**src/rtl/dla_ctrl_pkg.sv**
```systemverilog
// dla_ctrl_pkg
//   Shared definitions for the DLA control block: the register map, the
//   sheet-generator state encoding and the stride/pool log2 code helper.
//   Imported by dla_ctrl (register file + read mux) and dla_sheet_gen (FSM).

package dla_ctrl_pkg;

  // Configuration registers (RW, reset 0)
  localparam logic [31:0] ADDR_KERNEL_SIZE      = 32'h01;
  localparam logic [31:0] ADDR_STRIDE           = 32'h02;
  localparam logic [31:0] ADDR_PAD_SIZE         = 32'h03;
  localparam logic [31:0] ADDR_POOL_SIZE        = 32'h04;
  localparam logic [31:0] ADDR_VALID_NUM        = 32'h05;
  localparam logic [31:0] ADDR_IF_LAYER_NUM     = 32'h06;
  localparam logic [31:0] ADDR_IFMAP_LENGTH     = 32'h07;
  localparam logic [31:0] ADDR_IFMAP_SIZE       = 32'h08;
  localparam logic [31:0] ADDR_OFMAP_SIZE       = 32'h09;
  localparam logic [31:0] ADDR_QTF_MODE         = 32'h0a;
  localparam logic [31:0] ADDR_POOL_MODE        = 32'h0b;
  localparam logic [31:0] ADDR_BIAS             = 32'h0c;
  localparam logic [31:0] ADDR_BIAS_CHN         = 32'h0d;
  localparam logic [31:0] ADDR_OF_LAYER_NUM     = 32'h0e;
  localparam logic [31:0] ADDR_IF_TILE_LENGTH_0 = 32'h0f;
  localparam logic [31:0] ADDR_IF_TILE_LENGTH_1 = 32'h10;
  localparam logic [31:0] ADDR_IF_TILE_LENGTH_2 = 32'h11;
  localparam logic [31:0] ADDR_IF_TILE_LENGTH_3 = 32'h12;
  localparam logic [31:0] ADDR_IF_TILE_HEIGHT_0 = 32'h13;
  localparam logic [31:0] ADDR_IF_TILE_HEIGHT_1 = 32'h14;
  localparam logic [31:0] ADDR_IF_TILE_HEIGHT_2 = 32'h15;
  localparam logic [31:0] ADDR_IF_TILE_HEIGHT_3 = 32'h16;
  localparam logic [31:0] ADDR_IF_TILE_NUMBER_0 = 32'h17;
  localparam logic [31:0] ADDR_IF_TILE_NUMBER_1 = 32'h18;
  localparam logic [31:0] ADDR_IF_TILE_NUMBER_2 = 32'h19;
  localparam logic [31:0] ADDR_IF_TILE_NUMBER_3 = 32'h1a;

  // Control registers
  localparam logic [31:0] ADDR_REG_INIT         = 32'h1b;
  localparam logic [31:0] ADDR_SHEET_GEN_START  = 32'h1c;

  // Status registers (read-only)
  localparam logic [31:0] ADDR_SHEET_GEN_FINISH = 32'h1d;
  localparam logic [31:0] ADDR_OF_TILE_LENGTH_0 = 32'h1e;
  localparam logic [31:0] ADDR_OF_TILE_LENGTH_1 = 32'h1f;
  localparam logic [31:0] ADDR_OF_TILE_LENGTH_2 = 32'h20;
  localparam logic [31:0] ADDR_OF_TILE_LENGTH_3 = 32'h21;
  localparam logic [31:0] ADDR_OF_TILE_HEIGHT_0 = 32'h22;
  localparam logic [31:0] ADDR_OF_TILE_HEIGHT_1 = 32'h23;
  localparam logic [31:0] ADDR_OF_TILE_HEIGHT_2 = 32'h24;
  localparam logic [31:0] ADDR_OF_TILE_HEIGHT_3 = 32'h25;
  localparam logic [31:0] ADDR_TILE_COUNT       = 32'h26;

  // Four tile classes, one 32-bit word each
  typedef logic [3:0][31:0] word4_t;

  typedef enum logic [1:0] {
    GEN_IDLE = 2'd0,
    GEN_CALC = 2'd1,
    GEN_WALK = 2'd2,
    GEN_DONE = 2'd3
  } gen_state_t;

  // Shift amount for a stride/pool size; unsupported sizes behave like 1
  function automatic logic [1:0] log2_code(input logic [31:0] value);
    logic [1:0] code;
    case (value)
      32'd2:   code = 2'd1;
      32'd4:   code = 2'd2;
      default: code = 2'd0;
    endcase
    return code;
  endfunction

endpackage

```
**src/rtl/dla_sheet_gen.sv**
```systemverilog
// dla_sheet_gen
//   Sheet generator: for each of the four tile classes it derives the output
//   tile length/height in one CALC cycle, then spends one WALK cycle per tile
//   counting tiles, and finally raises finish in a single DONE cycle.
// Ports
//   clock, rst_n          clock and synchronous active-low reset
//   abort                 REG_INIT: clears status and returns to IDLE
//   start                 decoded START write (data[0]=1)
//   init_begin            hardware arm; start is only accepted while high
//   kernel_size, stride, pool_size, if_tile_*   configuration inputs
//   busy, finish          generator status
//   of_tile_length/height per-class output dimensions
//   tile_count            tiles walked since the last accepted start

module dla_sheet_gen
  import dla_ctrl_pkg::*;
(
  input  logic        clock,
  input  logic        rst_n,
  input  logic        abort,
  input  logic        start,
  input  logic        init_begin,
  input  logic [31:0] kernel_size,
  input  logic [31:0] stride,
  input  logic [31:0] pool_size,
  input  word4_t      if_tile_length,
  input  word4_t      if_tile_height,
  input  word4_t      if_tile_number,
  output logic        busy,
  output logic        finish,
  output word4_t      of_tile_length,
  output word4_t      of_tile_height,
  output logic [31:0] tile_count
);

  gen_state_t  state;
  logic [1:0]  k;
  logic [31:0] walk_cnt;
  logic [1:0]  s_code;
  logic [1:0]  p_code;
  logic        last_class;

  // Output dimension of one axis; a tile smaller than the kernel yields 0
  function automatic logic [31:0] out_dim(input logic [31:0] dim,
                                          input logic [31:0] kernel,
                                          input logic [1:0]  s,
                                          input logic [1:0]  p);
    logic [31:0] span;
    if (dim < kernel) begin
      return '0;
    end
    span = (dim - kernel) >> s;
    return (span + 32'd1) >> p;
  endfunction

  assign s_code     = log2_code(stride);
  assign p_code     = log2_code(pool_size);
  assign last_class = (k == 2'd3);

  // Generator FSM. Classes with zero tiles skip WALK and go straight to the
  // next CALC, so the run always costs 4 CALC + sum(tiles) WALK + 1 DONE.
  // busy is kept as its own register so it is high exactly outside IDLE.
  always_ff @(posedge clock) begin
    if (!rst_n || abort) begin
      state          <= GEN_IDLE;
      k              <= 2'd0;
      walk_cnt       <= '0;
      busy           <= 1'b0;
      finish         <= 1'b0;
      of_tile_length <= '0;
      of_tile_height <= '0;
      tile_count     <= '0;
    end else begin
      case (state)
        GEN_IDLE: begin
          if (start && init_begin) begin
            state      <= GEN_CALC;
            busy       <= 1'b1;
            finish     <= 1'b0;
            tile_count <= '0;
            k          <= 2'd0;
          end
        end
        GEN_CALC: begin
          of_tile_length[k] <= out_dim(if_tile_length[k], kernel_size, s_code, p_code);
          of_tile_height[k] <= out_dim(if_tile_height[k], kernel_size, s_code, p_code);
          walk_cnt          <= '0;
          if (if_tile_number[k] != 32'd0) begin
            state <= GEN_WALK;
          end else if (last_class) begin
            state <= GEN_DONE;
          end else begin
            k <= k + 2'd1;
          end
        end
        GEN_WALK: begin
          tile_count <= tile_count + 32'd1;
          walk_cnt   <= walk_cnt + 32'd1;
          if (walk_cnt == if_tile_number[k] - 32'd1) begin
            if (last_class) begin
              state <= GEN_DONE;
            end else begin
              k     <= k + 2'd1;
              state <= GEN_CALC;
            end
          end
        end
        GEN_DONE: begin
          finish <= 1'b1;
          busy   <= 1'b0;
          state  <= GEN_IDLE;
        end
        default: begin
          state <= GEN_IDLE;
          busy  <= 1'b0;
        end
      endcase
    end
  end

endmodule

```
**src/rtl/dla_ctrl.sv**
```systemverilog
// dla_ctrl
//   Register-mapped control block for the DLA datapath. Holds the layer and
//   tiling configuration, decodes REG_INIT / SHEET_GEN_START and exposes the
//   sheet generator status through a registered read port.
// Ports
//   clock, rst_n                          clock and synchronous active-low reset
//   reg_addr_wr, reg_data_wr, reg_en_wr   register write port
//   reg_addr_rd, reg_en_rd                register read request
//   reg_data_rd                           registered read data
//   init_begin                            hardware arm for sheet generation

module dla_ctrl
  import dla_ctrl_pkg::*;
(
  input  logic        clock,
  input  logic        rst_n,
  input  logic [31:0] reg_addr_wr,
  input  logic [31:0] reg_data_wr,
  input  logic        reg_en_wr,
  input  logic [31:0] reg_addr_rd,
  input  logic        reg_en_rd,
  output logic [31:0] reg_data_rd,
  input  logic        init_begin
);

  logic [31:0] kernel_size;
  logic [31:0] stride;
  logic [31:0] pad_size;
  logic [31:0] pool_size;
  logic [31:0] valid_num;
  logic [31:0] if_layer_num;
  logic [31:0] ifmap_length;
  logic [31:0] ifmap_size;
  logic [31:0] ofmap_size;
  logic [31:0] qtf_mode;
  logic [31:0] pool_mode;
  logic [31:0] bias;
  logic [31:0] bias_chn;
  logic [31:0] of_layer_num;
  word4_t      if_tile_length;
  word4_t      if_tile_height;
  word4_t      if_tile_number;

  logic        reg_init;
  logic        gen_start;
  logic        busy;
  logic        finish;
  word4_t      of_tile_length;
  word4_t      of_tile_height;
  logic [31:0] tile_count;

  logic        rd_en_q;
  logic [31:0] rd_addr_q;
  logic [31:0] rd_word;

  assign reg_init  = reg_en_wr && (reg_addr_wr == ADDR_REG_INIT) && reg_data_wr[0];
  assign gen_start = reg_en_wr && (reg_addr_wr == ADDR_SHEET_GEN_START) && reg_data_wr[0];

  // Configuration register file. REG_INIT wipes it like reset does, and the
  // generator owns the configuration while busy, so writes are dropped then.
  always_ff @(posedge clock) begin
    if (!rst_n || reg_init) begin
      kernel_size    <= '0;
      stride         <= '0;
      pad_size       <= '0;
      pool_size      <= '0;
      valid_num      <= '0;
      if_layer_num   <= '0;
      ifmap_length   <= '0;
      ifmap_size     <= '0;
      ofmap_size     <= '0;
      qtf_mode       <= '0;
      pool_mode      <= '0;
      bias           <= '0;
      bias_chn       <= '0;
      of_layer_num   <= '0;
      if_tile_length <= '0;
      if_tile_height <= '0;
      if_tile_number <= '0;
    end else if (reg_en_wr && !busy) begin
      case (reg_addr_wr)
        ADDR_KERNEL_SIZE:      kernel_size       <= reg_data_wr;
        ADDR_STRIDE:           stride            <= reg_data_wr;
        ADDR_PAD_SIZE:         pad_size          <= reg_data_wr;
        ADDR_POOL_SIZE:        pool_size         <= reg_data_wr;
        ADDR_VALID_NUM:        valid_num         <= reg_data_wr;
        ADDR_IF_LAYER_NUM:     if_layer_num      <= reg_data_wr;
        ADDR_IFMAP_LENGTH:     ifmap_length      <= reg_data_wr;
        ADDR_IFMAP_SIZE:       ifmap_size        <= reg_data_wr;
        ADDR_OFMAP_SIZE:       ofmap_size        <= reg_data_wr;
        ADDR_QTF_MODE:         qtf_mode          <= reg_data_wr;
        ADDR_POOL_MODE:        pool_mode         <= reg_data_wr;
        ADDR_BIAS:             bias              <= reg_data_wr;
        ADDR_BIAS_CHN:         bias_chn          <= reg_data_wr;
        ADDR_OF_LAYER_NUM:     of_layer_num      <= reg_data_wr;
        ADDR_IF_TILE_LENGTH_0: if_tile_length[0] <= reg_data_wr;
        ADDR_IF_TILE_LENGTH_1: if_tile_length[1] <= reg_data_wr;
        ADDR_IF_TILE_LENGTH_2: if_tile_length[2] <= reg_data_wr;
        ADDR_IF_TILE_LENGTH_3: if_tile_length[3] <= reg_data_wr;
        ADDR_IF_TILE_HEIGHT_0: if_tile_height[0] <= reg_data_wr;
        ADDR_IF_TILE_HEIGHT_1: if_tile_height[1] <= reg_data_wr;
        ADDR_IF_TILE_HEIGHT_2: if_tile_height[2] <= reg_data_wr;
        ADDR_IF_TILE_HEIGHT_3: if_tile_height[3] <= reg_data_wr;
        ADDR_IF_TILE_NUMBER_0: if_tile_number[0] <= reg_data_wr;
        ADDR_IF_TILE_NUMBER_1: if_tile_number[1] <= reg_data_wr;
        ADDR_IF_TILE_NUMBER_2: if_tile_number[2] <= reg_data_wr;
        ADDR_IF_TILE_NUMBER_3: if_tile_number[3] <= reg_data_wr;
        default: ;
      endcase
    end
  end

  dla_sheet_gen u_sheet_gen (
    .clock          (clock),
    .rst_n          (rst_n),
    .abort          (reg_init),
    .start          (gen_start),
    .init_begin     (init_begin),
    .kernel_size    (kernel_size),
    .stride         (stride),
    .pool_size      (pool_size),
    .if_tile_length (if_tile_length),
    .if_tile_height (if_tile_height),
    .if_tile_number (if_tile_number),
    .busy           (busy),
    .finish         (finish),
    .of_tile_length (of_tile_length),
    .of_tile_height (of_tile_height),
    .tile_count     (tile_count)
  );

  // Read mux on the registered address; REG_INIT and unmapped addresses read 0
  always_comb begin
    rd_word = '0;
    case (rd_addr_q)
      ADDR_KERNEL_SIZE:      rd_word = kernel_size;
      ADDR_STRIDE:           rd_word = stride;
      ADDR_PAD_SIZE:         rd_word = pad_size;
      ADDR_POOL_SIZE:        rd_word = pool_size;
      ADDR_VALID_NUM:        rd_word = valid_num;
      ADDR_IF_LAYER_NUM:     rd_word = if_layer_num;
      ADDR_IFMAP_LENGTH:     rd_word = ifmap_length;
      ADDR_IFMAP_SIZE:       rd_word = ifmap_size;
      ADDR_OFMAP_SIZE:       rd_word = ofmap_size;
      ADDR_QTF_MODE:         rd_word = qtf_mode;
      ADDR_POOL_MODE:        rd_word = pool_mode;
      ADDR_BIAS:             rd_word = bias;
      ADDR_BIAS_CHN:         rd_word = bias_chn;
      ADDR_OF_LAYER_NUM:     rd_word = of_layer_num;
      ADDR_IF_TILE_LENGTH_0: rd_word = if_tile_length[0];
      ADDR_IF_TILE_LENGTH_1: rd_word = if_tile_length[1];
      ADDR_IF_TILE_LENGTH_2: rd_word = if_tile_length[2];
      ADDR_IF_TILE_LENGTH_3: rd_word = if_tile_length[3];
      ADDR_IF_TILE_HEIGHT_0: rd_word = if_tile_height[0];
      ADDR_IF_TILE_HEIGHT_1: rd_word = if_tile_height[1];
      ADDR_IF_TILE_HEIGHT_2: rd_word = if_tile_height[2];
      ADDR_IF_TILE_HEIGHT_3: rd_word = if_tile_height[3];
      ADDR_IF_TILE_NUMBER_0: rd_word = if_tile_number[0];
      ADDR_IF_TILE_NUMBER_1: rd_word = if_tile_number[1];
      ADDR_IF_TILE_NUMBER_2: rd_word = if_tile_number[2];
      ADDR_IF_TILE_NUMBER_3: rd_word = if_tile_number[3];
      ADDR_SHEET_GEN_START:  rd_word = {31'd0, busy};
      ADDR_SHEET_GEN_FINISH: rd_word = {31'd0, finish};
      ADDR_OF_TILE_LENGTH_0: rd_word = of_tile_length[0];
      ADDR_OF_TILE_LENGTH_1: rd_word = of_tile_length[1];
      ADDR_OF_TILE_LENGTH_2: rd_word = of_tile_length[2];
      ADDR_OF_TILE_LENGTH_3: rd_word = of_tile_length[3];
      ADDR_OF_TILE_HEIGHT_0: rd_word = of_tile_height[0];
      ADDR_OF_TILE_HEIGHT_1: rd_word = of_tile_height[1];
      ADDR_OF_TILE_HEIGHT_2: rd_word = of_tile_height[2];
      ADDR_OF_TILE_HEIGHT_3: rd_word = of_tile_height[3];
      ADDR_TILE_COUNT:       rd_word = tile_count;
      default:               rd_word = '0;
    endcase
  end

  // Read port: the request is captured on one edge and the data register is
  // loaded on the next, so it shows the contents as they stood just before
  // that second edge's writes.
  always_ff @(posedge clock) begin
    if (!rst_n) begin
      rd_en_q     <= 1'b0;
      rd_addr_q   <= '0;
      reg_data_rd <= '0;
    end else begin
      rd_en_q     <= reg_en_rd;
      rd_addr_q   <= reg_addr_rd;
      reg_data_rd <= rd_en_q ? rd_word : '0;
    end
  end

endmodule

```
**config.mk**
```make
export PLATFORM = sky130hd
export DESIGN_NAME = dla_ctrl
export DESIGN_NICKNAME = d
export VERILOG_FILES = /design/src/rtl/dla_ctrl_pkg.sv /design/src/rtl/dla_sheet_gen.sv /design/src/rtl/dla_ctrl.sv
export SDC_FILE = /design/constraint.sdc
export NUM_CORES = 2
export LEC_CHECK = 0
export ABC_AREA = 1
export BUFFER_PORTS_ARGS = -buffer_cell sky130_fd_sc_hd__buf_2
export CAP_MARGIN = 20
export CORE_MARGIN = 5
export CORE_UTILIZATION = 30
export CTS_BUF_LIST = sky130_fd_sc_hd__clkbuf_8
export CTS_CLUSTER_SIZE = 8
export DETAILED_ROUTE_END_ITERATION = 8
export HOLD_SLACK_MARGIN = 0.05
export PLACE_DENSITY_LB_ADDON = 0.25
export SYNTH_ARGS = -nofsm -noshare
export SYNTH_HDL_FRONTEND = slang
export SYNTH_HIERARCHICAL = 1
export SYNTH_SLANG_ARGS = --single-unit
```
**constraint.sdc**
```tcl
create_clock -name clock -period 4.4 [get_ports clock]
set_input_delay 0.22 -clock clock [delete_from_list [all_inputs] [get_ports clock]]
set_output_delay 0.22 -clock clock [all_outputs]
set_load 0.01 [all_outputs]
```
==> impl_metrics.yaml <==
yosys:
  netlist_instances: 11800
  synth_compound_gate_area_share: 0.0973
  syn_nets: 12000
  yosys-top-cells-area: "dfxtp_1 (34%), nand2_1 (17%), nand3_1 (15%)"
  yosys-mux-area-fraction: 0.00799
  post_synth_simple_gate_area: 0.438
  synth_top_family_by_area: "simple AND/OR/NAND/NOR gates"
  asyncSetResetFlopFracSynth: 0
  yosys.area_share.xor_xnor: 0.00768
  synth_adder_area_share: 0.0150
  synth_cell_type_count: 62
  synth_edf_count: 0
  synth_commonest_cells: "nand2_1 (3,355), nand3_1 (2,214), nor2_1 (1,401)"
  yosys_warnings: 6
  synth_top_area_share: 0.337
  yosysTopAreaCell: "dfxtp_1"
  count_leader_synth: "nand2_1"
  avgSynthCellArea_um2: 6.14
  netlist_area_mm2: 0.0726
  synth_top_flop_cell: "dfxtp_1"
  ys_seq_elements: 1223
  synth.yosys.seq_area_share: 0.337
min_path:
  worst_hold_path_type: "input pin to register"
critical_path:
  critPathRequiredTime_ns: 5.28
  cp-start-kind: "register"
  cp_common_cell: "nand2_1"
  critPathKind: "register to register"
  cp.arrival_ns: 5.25
  cp_max_fo: 13
  critical_path.endpoint_type: "register"
  cp_slowest_stage_delay_ns: 0.40
  slowest_stage: "dfxtp_4"
timing:
  worst-slew-pin-transition_ns: 1.30
  timing.clock.skew_ns: 0.118
  drv_slew: 0
  slew_headroom: 0.128
  timing_hold_violations_final: 0
  layout_worst_path_cycle_share: 0.993
  post-route-worst-setup-slack_ns: 0.0288
  fmaxAchievable_mhz: 229
  rsz_0062_raised_after_global_routing: "yes"
  min_period_ns: 4.37
  setup_viol_count_final: 0
placed_design:
  finalWeightedCongestion: 1.05
  numPlacedInstances: 15100
  detailed_place_hpwl_um: 291000
  place_worst_setup_slack_ns: -0.187
  placement.io_buffers: 132
  place_area_mm2: 0.0801
pwr:
  report.power.total_mw: 80.2
  power_switching_mw: 41.2
  vdd.ir_drop.worst_mv: 1.13
  p_seq_frac: 0.146
  cellPowerDensity_mw_per_mm2: 906
  total_internal_power_mw: 39.0
  combPwrFrac: 0.709
  power.leakage_nw: 39.6
  clockPowerShare: 0.145
  sw_frac_of_total: 0.514
routing:
  totalWireLength_um: 409000
  num_vias: 85900
  wl_per_cell_um: 26.1
  detail_route.first_pass.iterations: 8
  wl_met1_um: 160000
  postRouteAntennaNets: 0
  drc_errors: 0
  detailedRoute.firstIterationViolations: 12200
  wl_met3_um: 49200
  via_per_inst: 5.48
  length_of_routed_met2_wiring_um: 164000
  highest-signal-layer: "met5"
floorplan:
  floorplan.die.width_um: 502
  die_h_um: 502
  placement_rows: 180
  initial_utilization: 0.302
  num_io_pins: 133
  die_area_mm2: 0.252
  fp.coreArea_mm2: 0.241
finish:
  post_synthesis_to_final_layout_area_growth_pct: 21.8
  post-route-cell-area_mm2: 0.0885
  share_of_cells_above_drive_strength_1: 0.150
  final-instance-count-excl-fill: 15700
  post-route-util: 0.368
  layout.nets: 12500
  layout.filler_cells: 26100
cts:
  cts-htree-levels: 4
  clockRootBuffer: "clkbuf_8"
  cts_made_buffers: 223
  path_clk_slew_ns: 0.06
  insertion_delay_ns: 1.06
  tritoncts: "built"
  clk_path_buf_depth: 3
  numClockSinks: 1223
job:
  max-cap-violations: 0
status:
  status: "finished clean"
global_route:
  grt_antenna_before_repair: 49
  grt_use_total: 0.309
  wire_length_of_the_first_global_routing_pass_um: 569000
  grt_start_max_net_pins: 134
  first_global_vias: 77400
  gr-total-overflow: 0
[layer usage]
metal | track usage | vias up
met5 | 0 | -
met4 | 0.216 | 36
met3 | 0.0956 | 1220
met2 | 0.442 | 5214
met1 | 0.395 | 40100
li1 | - | 39300
[cells by family (layout without fill, tap and decap cells)]
group	count (synthesis)	after routing
fa+ha+maj	86	86
xor+xnor	62	62
mux	58	58
buf+inv	1707	2345
flops	1223	1223
simple gates	7337	7337
compound gates	1359	1359
other cells	0	20
[metrics by stage]
stage	setup TNS [ns]	hold WS, ns
3_3_place_gp	-7.42	0.404
2_1_floorplan	0	0.318
3_5_place_dp	-11.02	0.408
6_report	0	0.135
5_1_grt	-3.70	0.174
4_1_cts	0	0.0882
[registers in the layout, indices dropped and copies added, names as in the netlist, 128 cells and up]
signal and flops:
u_sheet_gen/of_tile_height 128, u_sheet_gen/of_tile_length 128, if_tile_length 128, if_tile_height 128, if_tile_number 128
[area by class of cell]
class	instances	area (um^2)	share of cell area
well taps	3185	3990	0.0450
clock buffers	295	4060	0.0459
inverters	891	3370	0.0381
flip-flops and latches	1223	24500	0.277
clock inverters	118	649	0.00734
diodes	20	50.0	0.000566
multi-input cells	8902	43200	0.488
repair buffers	1041	8660	0.0979
[path summary, 6_finish.rpt]
check,start,end,slack [ns],cells past startpoint
worst max-delay path,u_sheet_gen/k[0],u_sheet_gen/of_tile_length[125],0.03,30
worst min-delay path,reg_addr_wr[12],valid_num[12],0.13,7
worst max register to register,u_sheet_gen/k[0],u_sheet_gen/of_tile_length[125],0.03,30
worst min register to register,bias_chn[13],bias_chn[13],0.46,2
[cells in the final DEF (no fill, tap or decap), types with 46 or more instances in the layout]
cell,instances
clkbuf_8,295
nand3_1,2147
buf_2,132
dlygate4sd3_1,150
buf_4,690
ha_1,46
nor2_2,129
o22ai_1,55
inv_1,935
nand2_2,126
a21oi_1,894
mux2i_1,56
o21ai_0,266
nor2_4,71
nand4_1,53
nand3_2,117
buf_12,55
nand2_1,3259
nor2_1,1281
dfxtp_1,1221
[worst max-delay path, delay by kind of cell (launching register included)]
family                   cells  cell delay [ns]
AO/OA/AOI/OAI                3             0.62
buffers and inverters        8             1.12
AND/OR/NAND/NOR             18             1.82
adder cells (fa/ha/maj)      1             0.22
flip-flops                   1             0.40
[timing repair]
action                                  4_1_cts  5_1_grt
pin swaps                                     1       49
endpoints found under the hold margin       873        0
hold buffers                                150        0
endpoints found under the setup margin      161      260
setup buffers                                 0        6
gates resized for setup                      16      480
cloned                                        0        2
[power by group through the flow]
stage	clock, mW	combinational (mW)	sequential (mW)
after global routing	12.2	61.5	11.7
after floorplan	0	27.7	11.7
after CTS	11.6	50.9	11.7
after detailed placement	0	50.6	11.9
final	11.6	56.9	11.7
after global placement	0	50.7	11.9
(Power assumes the default switching activity.)
